**src/rtl/hamming74_if.sv**
```systemverilog
// Handshake and serial-output bundle between a nibble source and hamming74_tx.
interface hamming74_if;
   logic [3:0] data_in;
   logic       in_valid;
   logic       in_ready;
   logic       tx_bit;
   logic       tx_frame;
   logic       tx_last;
   logic [7:0] frame_count;

   modport master (
      output data_in, in_valid,
      input  in_ready, tx_bit, tx_frame, tx_last, frame_count
   );

   modport slave (
      input  data_in, in_valid,
      output in_ready, tx_bit, tx_frame, tx_last, frame_count
   );
endinterface

```
**src/rtl/hamming74_tx.sv**
```systemverilog
// Serial Hamming(7,4) encoder: captures a nibble on valid/ready, then shifts
// p1,p2,d1,p4,d2,d3,d4 out one bit per clock with frame/last strobes.
module hamming74_tx #(
   parameter int GAP = 1
) (
   input  logic        clk,
   input  logic        rst_n,
   hamming74_if.slave  bus
);

   typedef enum logic [1:0] {ST_IDLE, ST_SEND, ST_GAP} state_t;

   localparam logic [3:0] GAP_LAST = 4'(GAP - 1);

   // Bit 0 of the result is transmitted first (codeword position 1).
   function automatic logic [6:0] encode(input logic [3:0] d);
      logic p1, p2, p4;
      p1 = d[0] ^ d[1] ^ d[3];
      p2 = d[0] ^ d[2] ^ d[3];
      p4 = d[1] ^ d[2] ^ d[3];
      return {d[3], d[2], d[1], p4, d[0], p2, p1};
   endfunction

   state_t     state_q, state_d;
   logic [2:0] idx_q, idx_d;
   logic [3:0] gap_q, gap_d;
   logic [3:0] data_q, data_d;
   logic       tx_bit_q, tx_bit_d;
   logic       tx_frame_q, tx_frame_d;
   logic       tx_last_q, tx_last_d;
   logic [7:0] count_q, count_d;
   logic [6:0] cw_in;
   logic [6:0] cw_cur;

   assign cw_in  = encode(bus.data_in);
   assign cw_cur = encode(data_q);

   always_ff @(posedge clk or negedge rst_n) begin
      if (!rst_n) begin
         state_q    <= ST_IDLE;
         idx_q      <= '0;
         gap_q      <= '0;
         data_q     <= '0;
         tx_bit_q   <= 1'b0;
         tx_frame_q <= 1'b0;
         tx_last_q  <= 1'b0;
         count_q    <= '0;
      end else begin
         state_q    <= state_d;
         idx_q      <= idx_d;
         gap_q      <= gap_d;
         data_q     <= data_d;
         tx_bit_q   <= tx_bit_d;
         tx_frame_q <= tx_frame_d;
         tx_last_q  <= tx_last_d;
         count_q    <= count_d;
      end
   end

   // Outputs are registered: the value computed here appears in the next cycle,
   // so the first codeword bit is loaded directly from data_in on the transfer edge.
   always_comb begin
      state_d    = state_q;
      idx_d      = idx_q;
      gap_d      = gap_q;
      data_d     = data_q;
      tx_bit_d   = 1'b0;
      tx_frame_d = 1'b0;
      tx_last_d  = 1'b0;
      count_d    = count_q;
      case (state_q)
         ST_IDLE: begin
            if (bus.in_valid) begin
               state_d    = ST_SEND;
               idx_d      = '0;
               data_d     = bus.data_in;
               tx_bit_d   = cw_in[0];
               tx_frame_d = 1'b1;
            end
         end
         ST_SEND: begin
            if (idx_q == 3'd6) begin
               count_d = count_q + 8'd1;
               gap_d   = '0;
               state_d = (GAP > 0) ? ST_GAP : ST_IDLE;
            end else begin
               idx_d      = idx_q + 3'd1;
               tx_bit_d   = cw_cur[idx_q + 3'd1];
               tx_frame_d = 1'b1;
               tx_last_d  = (idx_q == 3'd5);
            end
         end
         ST_GAP: begin
            if (gap_q == GAP_LAST) state_d = ST_IDLE;
            else                   gap_d   = gap_q + 4'd1;
         end
         default: state_d = ST_IDLE;
      endcase
   end

   assign bus.in_ready    = (state_q == ST_IDLE);
   assign bus.tx_bit      = tx_bit_q;
   assign bus.tx_frame    = tx_frame_q;
   assign bus.tx_last     = tx_last_q;
   assign bus.frame_count = count_q;

endmodule
```
**src/flat_wrapper.sv**
```systemverilog
// flat-port wrapper written by rule: the top's interface ports become plain ports
module hamming74_tx_flat 
#(
   parameter int GAP = 1
)
  (clk, rst_n, bus_data_in, bus_in_valid, bus_in_ready, bus_tx_bit, bus_tx_frame, bus_tx_last, bus_frame_count);
  hamming74_if bus_i ();
  input  logic clk;
  input  logic rst_n;
  input wire logic [$bits(bus_i.data_in)-1:0] bus_data_in;
  input wire logic [$bits(bus_i.in_valid)-1:0] bus_in_valid;
  output wire logic [$bits(bus_i.in_ready)-1:0] bus_in_ready;
  output wire logic [$bits(bus_i.tx_bit)-1:0] bus_tx_bit;
  output wire logic [$bits(bus_i.tx_frame)-1:0] bus_tx_frame;
  output wire logic [$bits(bus_i.tx_last)-1:0] bus_tx_last;
  output wire logic [$bits(bus_i.frame_count)-1:0] bus_frame_count;
  assign bus_i.data_in = bus_data_in;
  assign bus_i.in_valid = bus_in_valid;
  assign bus_in_ready = bus_i.in_ready;
  assign bus_tx_bit = bus_i.tx_bit;
  assign bus_tx_frame = bus_i.tx_frame;
  assign bus_tx_last = bus_i.tx_last;
  assign bus_frame_count = bus_i.frame_count;
  hamming74_tx #(.GAP(GAP)) u_core (.clk(clk), .rst_n(rst_n), .bus(bus_i));
endmodule
```
**config.mk**
```make
export PLATFORM = sky130hd
export DESIGN_NAME = hamming74_tx_flat
export DESIGN_NICKNAME = d
export VERILOG_FILES = /design/src/rtl/hamming74_if.sv /design/src/rtl/hamming74_tx.sv /design/src/flat_wrapper.sv
export SDC_FILE = /design/constraint.sdc
export NUM_CORES = 1
export LEC_CHECK = 0
export CAP_MARGIN = 30
export CORE_ASPECT_RATIO = 1.5
export CORE_MARGIN = 2
export CORE_UTILIZATION = 25
export CTS_CLUSTER_SIZE = 12
export DETAILED_ROUTE_END_ITERATION = 8
export HOLD_SLACK_MARGIN = 0.02
export PLACE_DENSITY = 0.54
export SLEW_MARGIN = 0
export SYNTH_ARGS = -nofsm -noshare
export SYNTH_HDL_FRONTEND = slang
export SYNTH_SLANG_ARGS = --single-unit
```
**constraint.sdc**
```tcl
create_clock -name clk -period 2.4 [get_ports clk]
set_input_delay 0.24 -clock clk [delete_from_list [all_inputs] [get_ports clk]]
set_output_delay 0.24 -clock clk [all_outputs]
set_load 0.02 [all_outputs]
```
==> metrics.md <==
| Metric | Value |
|---|---|
| Clock Tree Buf Depth | `2` |
| Storage cell area | `600.6 um2` |
| Die span in x | `64.03 um` |
| Worst EP required | `2550 ps` |
| Vias in the first global route | `1012` |
| Most frequent cells in the layout | `dfrtp_1 (24), clkdlybuf4s50_1 (18), nand2_1 (17)` |
| Share of cells above drive strength 1 | `0.1053` |
| Maximum vdd drop | `0.0005411 V` |
| Skew-Pair Late Insertion Delay | `260 ps` |
| Via count | `1029` |
| Synth area leader | `dfrtp_1` |
| Row count | `32` |
| # IOs | `19` |
| F_max | `0.5127 GHz` |
| Power share of the combinational group | `0.448` |
| Yosys reg bits | `24` |
| DR iter-0 viols | `17` |
| Layout Nets | `169` |
| TNS Setup | `0 ps` |
| CTS Sinks | `24` |
| Cts hold-fix bufs | `0` |
| First-pass detailed-route iteration total | `4` |
| Part of the power in registers | `0.374` |
| Remaining global-route overflow | `0` |
| Final instance area | `1672 um2` |
| Port Buffers | `18` |
| CP Launch Type | `flip-flop` |
| Post-synthesis cell count | `130` |
| Diodes inserted | `0` |
| Final-layout fill cell count | `531` |
| Met1 GRT Util | `0.1109` |
| Antenna viol nets, final | `0` |
| Syn nets | `146` |
| Synth-to-layout area growth | `23.70%` |
| First-pass GRT wire length | `4636 um` |
| Crit path max fanout | `10` |
| Critical path startpoint | `u_core.idx_q[0]$_DFFE_PN0P_` |
| Post-CTS Setup Inserts | `0` |
| Chip height | `94.04 um` |
| DP HPWL | `2064 um` |
| Slew margin rel. | `0.6965` |
| Internal power | `0.0009415 W` |
| Final wirelength | `2706 um` |
| Total Die Area | `6021 um2` |
| Initial antenna violation count | `0` |
| Top post-synthesis cells by area | `dfrtp_1 (44%), ha_1 (8.3%), nand2_1 (4.7%), xnor2_1 (4.5%), mux2_2 (3.3%)` |
| Initial core utilization | `0.2616` |
| Number of synthesized flops with an enable pin | `0` |
| Post-place setup slack | `477.9 ps` |
| Register area share after synthesis | `0.4444` |
| Max-cap viol count | `0` |
| Post-CTS sizing | `0` |
| Asr flop ratio synth | `1.000` |
| Mapped Area | `1351 um2` |
| Cts bufs inserted | `3` |
| Final Critical Period | `1950 ps` |
| Pwr per Cell Area | `925.4 nW/um2` |
| Power share of the clock group | `0.178` |
| Main synth FF type | `dfrtp_1` |
| GR Util met3 | `0.01679` |
| CP endpoint kind | `flip-flop` |
| CTS HTree Levels | `1` |
| Tot GR Track Use | `0.09652` |
| NetSw | `0.0006054 W` |
| Tcrit/Tclk final | `0.8127` |
| Largest net degree at the start of global routing | `25` |
| Least-Margin Pin Slew | `454.3 ps` |
| Worst Hold Class | `primary input to async pin` |
| RSZ-0062 raised after global routing | `no` |
| GR Util met2 | `0.1710` |
| Residual DRC | `0` |
| CTS tree | `done` |
| LEAKAGE | `0.7330 nW` |
| WL/cell | `12.30 um` |
| Most common cell after layout, fill and taps aside | `dfrtp_1` |
| Final Wtd Congestion | `0.7740` |
| Worst Path Arrival | `2100 ps` |
| Core Area | `5165 um2` |
| Post-synth top area share | `0.4444` |
| GR peak layer | `met2` |
| Worst R2R Start | `u_core.idx_q[0]$_DFFE_PN0P_` |
| Max-slew violations | `0` |
| Final Hold Fails | `0` |
| Yosys warns | `0` |
| Sw frac | `0.3913` |
| CP Class | `flip-flop to flip-flop` |
| Status | `complete, no violations` |
| Clock transition at path regs | `90 ps` |
| Avg Vias per Cell | `4.677` |
| Final setup violation count | `0` |
| Distinct cells, synth | `39` |
| Final Skew | `3.949 ps` |
| Setup ws final | `449.6 ps` |
| Mean Syn Cell Area | `10.39 um2` |
| Util after Layout | `0.3236` |
| Placed inst area | `1617 um2` |
| Root buffer selected by CTS | `clkbuf_8` |
| Multi-input gate area | `709.4 um2` |
[flip-flops by register name, summed over array words and instances (netlist names)]
signal / count
u_core.bus.frame_count: 8
u_core.bus.tx_bit: 1
u_core.bus.tx_frame: 1
u_core.bus.tx_last: 1
u_core.data_q: 4
u_core.gap_q: 4
u_core.idx_q: 3
u_core.state_q: 2
[per-stage QoR]
| step | total power (W) | cells | hold slack (ps) |
|---|---|---|---|
| after floorplan | 0.001075 | 130 | -55.59 |
| after global placement | 0.001242 | 216 | 465.9 |
| after detailed placement | 0.001279 | 216 | 465.3 |
| after CTS | 0.001562 | 220 | 343.4 |
| after global routing | 0.001664 | 220 | 363.5 |
| final | 0.001547 | 220 | 327.9 |
[worst max-delay path: stages, from the launching register on]
cell and delay [ps]:
dfrtp_1 520, inv_1 130, ha_1 420, mux2_1 340, a22oi_1 200, o32a_1 170, o31ai_1 60
[cells in the mapped netlist, types with 2 or more instances]
cell type and instances:
a21oi_1 5, dfrtp_1 24, ha_1 9, inv_1 9
mux2_2 4, mux2i_1 2, nand2_1 17, nand2b_1 2
nand3_1 3, nand4_1 5, nor2_1 5, nor2b_1 3
nor3_1 3, o21ai_1 3, o31ai_1 2, xnor2_1 7
xor2_1 5
[metal layers]
layer  vias to the layer above  wire length [um]
met3                         4               112
li1                        496                 -
met1                       499              1089
met5                         -                 0
met2                        30              1465
met4                         0                38
[power groups by stage]
stage	logic (W)	clock network, W	registers [W]
global route	0.000772	0.000299	0.000593
detailed placement	0.000693	0	0.000586
global placement	0.000663	0	0.000579
finish	0.000694	0.000275	0.000578
CTS	0.000701	0.000283	0.000578
floorplan	0.000496	0	0.000578
[worst paths after layout]
path | to | slack [ps] | depth (start not counted)
max in group asynchronous | u_core.bus.frame_count[4]$_DFFE_PN0P_ | 1830 | 2
hold reg to reg | u_core.bus.frame_count[7]$_DFFE_PN0P_ | 470 | 1
setup / recovery | u_core.bus.tx_bit$_DFF_PN0_ | 450 | 6
setup reg to reg | u_core.bus.tx_bit$_DFF_PN0_ | 450 | 6
hold / removal | u_core.data_q[0]$_DFFE_PN0P_ | 330 | 2
min in group clk | u_core.bus.frame_count[7]$_DFFE_PN0P_ | 470 | 1
[area by class of cell]
class | instances | area share
sequential | 24 | 0.3593
tap | 68 | 0.05090
inverter | 9 | 0.02021
clock buffer | 4 | 0.03293
multi-input combinational | 96 | 0.4244
timing repair buffer | 19 | 0.1123
[cells by family after synthesis]
| kind of cell | after synthesis | synth area share |
|---|---|---|
| AND/OR/NAND/NOR | 45 | 0.1852 |
| flip-flops | 24 | 0.4444 |
| AO/OA/AOI/OAI | 23 | 0.1222 |
| XOR/XNOR | 12 | 0.07778 |
| buffers and inverters | 10 | 0.03056 |
| adder cells (fa/ha/maj) | 9 | 0.08333 |
| multiplexers | 7 | 0.05648 |
Note: power is estimated with default switching activity, not from simulation.
==> edit (config.mk and constraints unchanged) <==
Encoding of `state_t`: now one-hot (3 bits for 3 states).
--- a/src/rtl/hamming74_tx.sv
+++ b/src/rtl/hamming74_tx.sv
@@ -8,7 +8,7 @@
    hamming74_if.slave  bus
 );
 
-   typedef enum logic [1:0] {ST_IDLE, ST_SEND, ST_GAP} state_t;
+   typedef enum logic [2:0] {ST_IDLE = 3'b001, ST_SEND = 3'b010, ST_GAP = 3'b100} state_t;
 
    localparam logic [3:0] GAP_LAST = 4'(GAP - 1);
 
Behaviour: same outputs for any inputs over 10 cycles, from zero or initial values and one cycle with rst_n low; not proved beyond that.
==> edit against the unedited design <==
  * Area after synthesis down 6.3%
  * Power fell by 11%
  * Die area decreased by 6.0%
  * Largest cell class is now registers
  * Fmax up 0.43%
  * Clock skew fell by 0.0015 ns
  * Sequential cell count is 1 higher
  * Cell count is 7.3% lower
  * Wire length decreased by 14%
  * Design area decreased by 5.8%
  * Setup slack better by 0.0083 ns
==> edit: results (changes against the unedited design) <==
stage	metric	value	unit	change
outcome	outcome	finished, final reports clean		unchanged
cts	clock_latency	0.28	ns	was 0.26 ns
setup_path	cp_slowest_stage_delay	0.63	ns	was 0.52 ns
cells_and_area	multi_input_gates	84		was 96
pwr	p_comb_share	37.9	%	was 44.8%
place	dp_hpwl	1785	um	was 2064 um
place	place_ws	0.6181	ns	was 0.4779 ns
grt	use_met1	10.47	%	was 11.09%
cells_and_area	layout_commonest_cell	dfrtp_1		unchanged
cells_and_area	inv_count	6		was 9
yosys	synthTopCellsByArea	dfrtp_1 (47%), xnor2_1 (6.2%), ha_1 (5.9%)		was dfrtp_1 (44%), ha_1 (8.3%), nand2_1 (4.7%)
routing	wl_met3	94	um	was 112 um
floorplanning	nWellTaps	66		was 68
timing	timing.hold.ws	0.2940	ns	was 0.3279 ns
setup_path	r2r_slack	0.59	ns	was 0.45 ns
cells_and_area	layout-drive-gt1-share	10.14	%	was 10.53%
pwr	seq-power	599	uW	was 578 uW
timing	fin_skew	0.002480	ns	was 0.003949 ns
setup_path	slowest_stage	clkdlybuf4s50_1		was dfrtp_1
routing	drt-initial-drc-count	24		was 17
cells_and_area	layout.nonclk_buf_share	11.92	%	was 11.23%
cells_and_area	diodes	0		unchanged
cells_and_area	nets	152		was 169
routing	wl	2340	um	was 2706 um
routing	first_pass_iters	6		was 4
pwr	ir_worst_vdd	350.8	uV	was 541.1 uV
yosys	synth_cell_type_count	33		was 39
yosys	synthCells	117		was 130
grt	grt_pass1_vias	934		was 1012
cells_and_area	multi_input_area_share	38.63	%	was 42.44%
yosys	synth_commonest_cells	dfrtp_1 (24), nand2_1 (19), xnor2_1 (9)		was dfrtp_1 (24), nand2_1 (17), ha_1 (9), inv_1 (9), xnor2_1 (7)
grt	grt_pass1_wl	4043	um	was 4636 um
cells_and_area	regArea	626.9	um2	was 600.6 um2
pwr	cellLeakagePower	0.0007422	uW	was 0.0007330 uW
cells_and_area	nClkBuffers	3		was 4
setup_path	cp_max_fo	7		was 10
routing	wl_met2	1144	um	was 1465 um
place	routabilityCongestion	0.7869		was 0.7740
yosys	synth_fa_ha_area_share	5.929	%	was 8.333%
yosys	yosys.area_share.xor_xnor	10.38	%	was 7.778%
cells_and_area	fillers	509		was 531
grt	grt.total_usage	8.814	%	was 9.652%
timing	tightest_slew	0.5068	ns	was 0.4543 ns
yosys	synth-compound-area-share	8.498	%	was 12.22%
yosys	yosysSeqAreaShare	49.51	%	was 44.44%
place	placed_area	1528	um2	was 1617 um2
routing	vias	900		was 1029
timing	finalMaxSlewViolations	0		unchanged
grt	grt_use_met2	14.76	%	was 17.10%
grt	grt_use_met3	1.735	%	was 1.679%
pwr	power.internal	878.2	uW	was 941.5 uW
yosys	synth_nets	130		was 146
yosys	muxShareOfSynthArea	5.731	%	was 5.648%
cells_and_area	clock_area_share	2.941	%	was 3.293%
timing	timing.fmax	0.5149	GHz	was 0.5127 GHz
cts	clock_sink_count	25		was 24
setup_path	arrival	1.70	ns	was 2.10 ns
[edit: cell types whose count changed in the layout (fill, tap and decap cells not counted), moves of 3 or more]
cell	delta
ha_1	-3
inv_1	-3
mux2i_1	+3
nor3_1	-3
nor3b_1	+3
[edit: worst paths after layout]
path | cells after the start | from | endpoint
max in group asynchronous | 2 | rst_n | u_core.data_q[0]
min reg2reg | 1 | u_core.bus.frame_count[7] | u_core.bus.frame_count[7]
max | 2 | u_core.state_q[0] | bus_in_ready
min | 1 | rst_n | u_core.gap_q[2]
max reg2reg | 6 | u_core.idx_q[0] | u_core.bus.tx_bit
min in group clk | 1 | u_core.bus.frame_count[7] | u_core.bus.frame_count[7]
[edit: stage by stage]
stage / util (%) / power, uW
2_1_floorplan: - / 976.6
3_3_place_gp: 31.51 / 1096
3_5_place_dp: 31.51 / 1126
4_1_cts: 32.46 / 1387
5_1_grt: 32.46 / 1476
6_report: 32.46 / 1377
